--- src/rtl/jtopl_snd_sink.sv ---
// jtopl_snd_sink
// Takes the finished sum from the operator accumulator, optionally removes its
// DC component with a leaky one-pole high-pass, applies a 0..3 bit gain with
// saturation and queues the result in a small show-ahead FIFO.
//
// Ports
//   clk, rst_n        clock, asynchronous active-low reset
//   cenop, zero       accumulator enable / restart; both high = sum complete
//   snd   [W-1:0]     accumulator output, signed
//   dc_en             1 = DC-blocked path, 0 = raw path
//   gain  [1:0]       left shift applied after the filter
//   dout  [W-1:0]     FIFO head (zero while empty)
//   dout_valid        FIFO non-empty
//   dout_ready        consumer accept
//   ovr, clr_ovr      sticky overrun flag and its synchronous clear
//
// Pipeline: stb -> x (v1) -> filter/select (v2) -> gain/saturate (v3) -> FIFO.
// No back-pressure: a full FIFO drops the sample and raises ovr.
module jtopl_snd_sink #(
   parameter int W     = 16,
   parameter int DEPTH = 4,
   parameter int K     = 8
) (
   input  logic         clk,
   input  logic         rst_n,
   input  logic         cenop,
   input  logic         zero,
   input  logic [W-1:0] snd,
   input  logic         dc_en,
   input  logic [1:0]   gain,
   output logic [W-1:0] dout,
   output logic         dout_valid,
   input  logic         dout_ready,
   output logic         ovr,
   input  logic         clr_ovr
);

   localparam int AW = (DEPTH > 1) ? $clog2(DEPTH) : 1;

   // filter state is kept at W+2 bits and clipped symmetrically
   localparam logic signed [W+1:0] Y_MAX = {1'b0, {(W+1){1'b1}}};
   localparam logic signed [W+1:0] Y_MIN = {1'b1, {W{1'b0}}, 1'b1};
   localparam logic signed [W-1:0] S_MAX = {1'b0, {(W-1){1'b1}}};
   localparam logic signed [W-1:0] S_MIN = {1'b1, {(W-1){1'b0}}};

   function automatic logic [W-1:0] sat_w(input logic signed [W+2:0] v);
      if (v > (W+3)'(S_MAX))
         return S_MAX;
      else if (v < (W+3)'(S_MIN))
         return S_MIN;
      else
         return v[W-1:0];
   endfunction

   logic                  stb;
   logic                  v1, v2, v3;
   logic signed [W-1:0]   x, xp, f;
   logic signed [W+1:0]   yp;
   logic [W-1:0]          d3;

   logic signed [W+3:0]   x_e, xp_e, yp_e, y_raw;
   logic signed [W+1:0]   y_sat;
   logic signed [W+2:0]   y_ext, f_ext, g;

   always_comb begin
      x_e   = {{4{x[W-1]}}, x};
      xp_e  = {{4{xp[W-1]}}, xp};
      yp_e  = {{2{yp[W+1]}}, yp};
      // (yp>>>K) is the leak that pulls the output back toward zero
      y_raw = x_e - xp_e + yp_e - (yp_e >>> K);
      if (y_raw > (W+4)'(Y_MAX))
         y_sat = Y_MAX;
      else if (y_raw < (W+4)'(Y_MIN))
         y_sat = Y_MIN;
      else
         y_sat = y_raw[W+1:0];
      y_ext = {y_sat[W+1], y_sat};
      f_ext = {{3{f[W-1]}}, f};
      g     = f_ext <<< gain;
   end

   // snd is only guaranteed fresh in the cycle after cenop&&zero
   always_ff @(posedge clk or negedge rst_n) begin
      if (!rst_n) begin
         stb <= 1'b0;
         v1  <= 1'b0;
         v2  <= 1'b0;
         v3  <= 1'b0;
         x   <= '0;
         xp  <= '0;
         yp  <= '0;
         f   <= '0;
         d3  <= '0;
      end else begin
         stb <= cenop && zero;
         v1  <= stb;
         v2  <= v1;
         v3  <= v2;
         if (stb)
            x <= snd;
         // filter state advances on every sample so switching dc_en is glitch-free
         if (v1) begin
            xp <= x;
            yp <= y_sat;
            f  <= dc_en ? $signed(sat_w(y_ext)) : x;
         end
         if (v2)
            d3 <= sat_w(g);
      end
   end

   logic [W-1:0]  mem [DEPTH];
   logic [AW-1:0] wr_ptr, rd_ptr;
   logic [AW:0]   count;
   logic          full, pop, push_ok, ovr_set;

   always_comb begin
      full    = (count == (AW+1)'(DEPTH));
      pop     = (count != '0) && dout_ready;
      // a simultaneous pop frees the slot, so the push still lands
      push_ok = v3 && (!full || pop);
      ovr_set = v3 && full && !pop;
   end

   always_ff @(posedge clk) begin
      if (push_ok)
         mem[wr_ptr] <= d3;
   end

   always_ff @(posedge clk or negedge rst_n) begin
      if (!rst_n) begin
         wr_ptr <= '0;
         rd_ptr <= '0;
         count  <= '0;
         ovr    <= 1'b0;
      end else begin
         if (push_ok)
            wr_ptr <= (DEPTH == 1) ? '0 : wr_ptr + AW'(1);
         if (pop)
            rd_ptr <= (DEPTH == 1) ? '0 : rd_ptr + AW'(1);
         case ({push_ok, pop})
            2'b10:   count <= count + (AW+1)'(1);
            2'b01:   count <= count - (AW+1)'(1);
            default: count <= count;
         endcase
         if (ovr_set)
            ovr <= 1'b1;
         else if (clr_ovr)
            ovr <= 1'b0;
      end
   end

   assign dout_valid = (count != '0);
   assign dout       = dout_valid ? mem[rd_ptr] : '0;

endmodule

--- config.mk ---
export PLATFORM = sky130hd
export DESIGN_NAME = jtopl_snd_sink
export DESIGN_NICKNAME = d
export VERILOG_FILES = /design/src/rtl/jtopl_snd_sink.sv
export SDC_FILE = /design/constraint.sdc
export NUM_CORES = 1
export LEC_CHECK = 0
export ABC_AREA = 1
export BUFFER_PORTS_ARGS = -buffer_cell sky130_fd_sc_hd__buf_2
export CAP_MARGIN = 15
export CORE_MARGIN = 4
export CORE_UTILIZATION = 45
export DETAILED_ROUTE_END_ITERATION = 16
export PLACE_DENSITY_LB_ADDON = 0.25
export SLEW_MARGIN = 20
export SYNTH_ARGS = -nofsm -noshare
export SYNTH_HDL_FRONTEND = slang
export SYNTH_SLANG_ARGS = --single-unit
--- constraint.sdc ---
create_clock -name clk -period 9.8 [get_ports clk]
set_input_delay 1.96 -clock clk [delete_from_list [all_inputs] [get_ports clk]]
set_output_delay 1.96 -clock clk [all_outputs]
set_load 0.01 [all_outputs]
==> metrics <==
status=finished, final reports clean; vias in the first global route=approximately 6.5k; largest net degree at the start of global routing=82; Final #Nets=about 1.2k; DRC viols=0; Setup Fix Bufs, Post-CTS=0; number of library cell types mapped by synthesis=48; Final GP Congestion=0.8135; Iter 0 DRT Violations=about 410; instance area at placement=9490 um^2; Final Routed Wirelength=19.60 mm; minimum period implied by the final worst setup slack=4.583 ns; clk_lat worst skew=between 0.4 and 0.5 ns; kind of path behind the tightest hold check=reg2reg; worst slew slack as a fraction of its limit=between 30% and 40%; total global-route track usage=18.26%; most frequent standard cell in the layout excluding fill and tap cells=sky130_fd_sc_hd__nand2_1; element type at the critical path start=flop; max-slew violation total from the final report=0; Placement Setup Slack=between 5 and 6 ns; initial core utilization=a little under half; remaining global-route overflow=0; Inserted Diodes=0; full die area=22670 um^2; number of iterations in the first detailed-routing pass=6; CTS sink cnt=between 150 and 200; DIE WIDTH=around 150 um; endpoint type of the worst setup path=primary output; worst setup skew after layout=0.01315 ns; first-pass GRT wire length=32.73 mm; Mean Syn Cell Area=slightly below 9 um^2; crit path kind=reg2out; Worst R2R Start=x[0]; area growth from synthesis to layout=10.58%; register clock-pin slew on the reported worst setup and hold paths=approximately 0.070 ns; non-filler cells, final=~1.3k; number of instances in the synthesized netlist=approximately 1.0k; layout cells sized above 1=a little under an eighth; Least-Margin Pin Slew=~0.95 ns; number of maximum-capacitance constraint violations=0; Resized cells post-CTS=0; final instance area=roughly 10000 um^2; clock tree from TritonCTS=done; Final TNS setup=0 ns; Final Hold Violating Endpoints=0; count of flip-flops with a built-in enable after synthesis=64; via density per instance=5.016; DIE HEIGHT=~150 um; sequential element share of the synthesized area=46.74%; initial antenna violation count=0; post-route worst setup slack=5.217 ns; fraction of registers with async set/reset=between 50% and 60%; number of setup violations in the final report=0; CORE AREA=~20000 um^2; clk buf depth=2; H-tree depth=4; largest fanout on the critical path=17; standard-cell row count=around 50; total clock buffers created by CTS=17; Seq cells post-synth=158; arrival time reported for the critical path endpoint=2.62 ns; residual antenna-violating net count after detailed routing=0; flop-to-flop setup slack=roughly 5.6 ns; wire length per cell=14.58 um; I/O pin count=between 40 and 50; cell area after synthesis=~9100 um^2; top library cells by usage in the layout, fill and taps aside=sky130_fd_sc_hd__nand2_1 (238), sky130_fd_sc_hd__inv_1 (149), sky130_fd_sc_hd__nor2_1 (105), sky130_fd_sc_hd__o21ai_0 (105), sky130_fd_sc_hd__dfrtp_1 (94); synthesis warning total=0; launching instance or port of the critical path=rd_ptr[1]; cell at the root of the clock tree=sky130_fd_sc_hd__clkbuf_16; RSZ-0062 raised after global routing=no; Max Clk Rate=~0.22 GHz; syn_nets=approximately 1.1k; count of vias placed by the detailed router=around 6.7k; leading register cell type out of synthesis=sky130_fd_sc_hd__dfrtp_1; hold_sp=f[1]; I/O Buffers=42; number of cells after detailed placement=~1.3k; final worst-path cycle share=46.76%; Hold Buf Count CTS=0; worst path required time=7.84 ns; sum of net half-perimeters after detailed placement=14.27 mm
==> critical path, cell delays in order, from the launching register on <==
cell and delay, ns:
sky130_fd_sc_hd__dfrtp_1 0.76, sky130_fd_sc_hd__clkinv_1 0.67, sky130_fd_sc_hd__nor2_1 0.23, sky130_fd_sc_hd__o21ai_0 0.13, sky130_fd_sc_hd__a21oi_1 0.22, sky130_fd_sc_hd__buf_2 0.18
==> metrics by stage <==
step                      hold WS (ns)  util, %
after CTS                       0.4875    51.27
after global placement          0.4681    48.13
after global routing            0.5126    51.29
after floorplan                 0.3519        -
after detailed placement        0.4723    48.13
final                           0.4849    51.29
==> layout make-up <==
| type | count | area [um^2] |
|---|---|---|
| Fill cell | 1839 | 9605 |
| Clock buffer | 17 | 425.4 |
| Multi-Input combinational cell | 688 | 4064 |
| Sequential cell | 158 | 4274 |
| Timing Repair Buffer | 45 | 239.0 |
| Clock inverter | 15 | 192.7 |
| Tap cell | 265 | 331.6 |
| Inverter | 156 | 585.6 |
==> synth_stat cells, types with 4 or more instances <==
library cell | instances | area (um^2)
sky130_fd_sc_hd__o211ai_1 | 4 | 30.03
sky130_fd_sc_hd__nand2_2 | 10 | 62.56
sky130_fd_sc_hd__a31oi_1 | 11 | 68.82
sky130_fd_sc_hd__nor2_2 | 4 | 25.02
sky130_fd_sc_hd__mux2i_1 | 8 | 80.08
sky130_fd_sc_hd__nor2_1 | 109 | 409.1
sky130_fd_sc_hd__o22ai_1 | 7 | 43.79
sky130_fd_sc_hd__inv_1 | 149 | 559.3
sky130_fd_sc_hd__xor2_1 | 9 | 78.83
sky130_fd_sc_hd__fa_1 | 35 | 700.7
sky130_fd_sc_hd__nand3_1 | 23 | 115.1
sky130_fd_sc_hd__nand3_2 | 13 | 130.1
sky130_fd_sc_hd__clkbuf_1 | 24 | 90.09
sky130_fd_sc_hd__edfxtp_1 | 64 | 1922
sky130_fd_sc_hd__ha_1 | 25 | 312.8
sky130_fd_sc_hd__nand2_1 | 238 | 893.4
sky130_fd_sc_hd__a21oi_1 | 50 | 250.2
sky130_fd_sc_hd__inv_2 | 5 | 18.77
sky130_fd_sc_hd__nand3b_1 | 6 | 45.04
sky130_fd_sc_hd__nor3_1 | 5 | 25.02
sky130_fd_sc_hd__o21ai_0 | 105 | 525.5
sky130_fd_sc_hd__buf_1 | 4 | 15.01
sky130_fd_sc_hd__clkbuf_8 | 5 | 68.82
sky130_fd_sc_hd__dfrtp_1 | 94 | 2352
==> state kept, by name, indices dropped and copies added (netlist names) <==
| register | cells |
|---|---|
| f | 16 |
| rd_ptr | 2 |
| d3 | 16 |
| stb | 1 |
| count | 3 |
| v3 | 1 |
| mem | 64 |
| xp | 16 |
| v2 | 1 |
| x | 16 |
| yp | 18 |
| v1 | 1 |
| ovr | 1 |
| wr_ptr | 2 |
==> cells by family (layout without fill, tap and decap cells) <==
kind of cell    count (synthesis)  count (layout)  share of synthesized area [%]
buf+inv                       195             233                          8.934
fa+ha+maj                      60              60                          11.08
flops                         158             158                          46.74
mux                             9               9                         0.9988
xor+xnor                       13              13                          1.533
simple gates                  415             415                          19.29
compound gates                191             191                          11.42
==> metal layers <==
| metal | part of all wire, % | wire, um | vias to the layer above | track usage, % |
|---|---|---|---|---|
| met5 | 0 | 0 | - | 0 |
| met4 | 1.7 | 335 | 0 | 5.489 |
| met3 | 3.9 | 765 | 26 | 2.679 |
| met2 | 47 | 9280 | 145 | 29.60 |
| met1 | 47 | 9216 | 3180 | 25.60 |
| li1 | - | - | 3390 | - |
==> path summary, 6_finish.rpt <==
check	depth (start not counted)	to
setup reg to reg	22	f[12]
hold reg to reg	2	f[1]
setup / recovery	5	dout[3]
max in group asynchronous	2	x[6]
min in group asynchronous	1	count[2]
hold / removal	2	f[1]
Power is left out: the tool's default activity adds up to more than one toggle a clock period on the data nets, which glitch-free logic cannot reach.
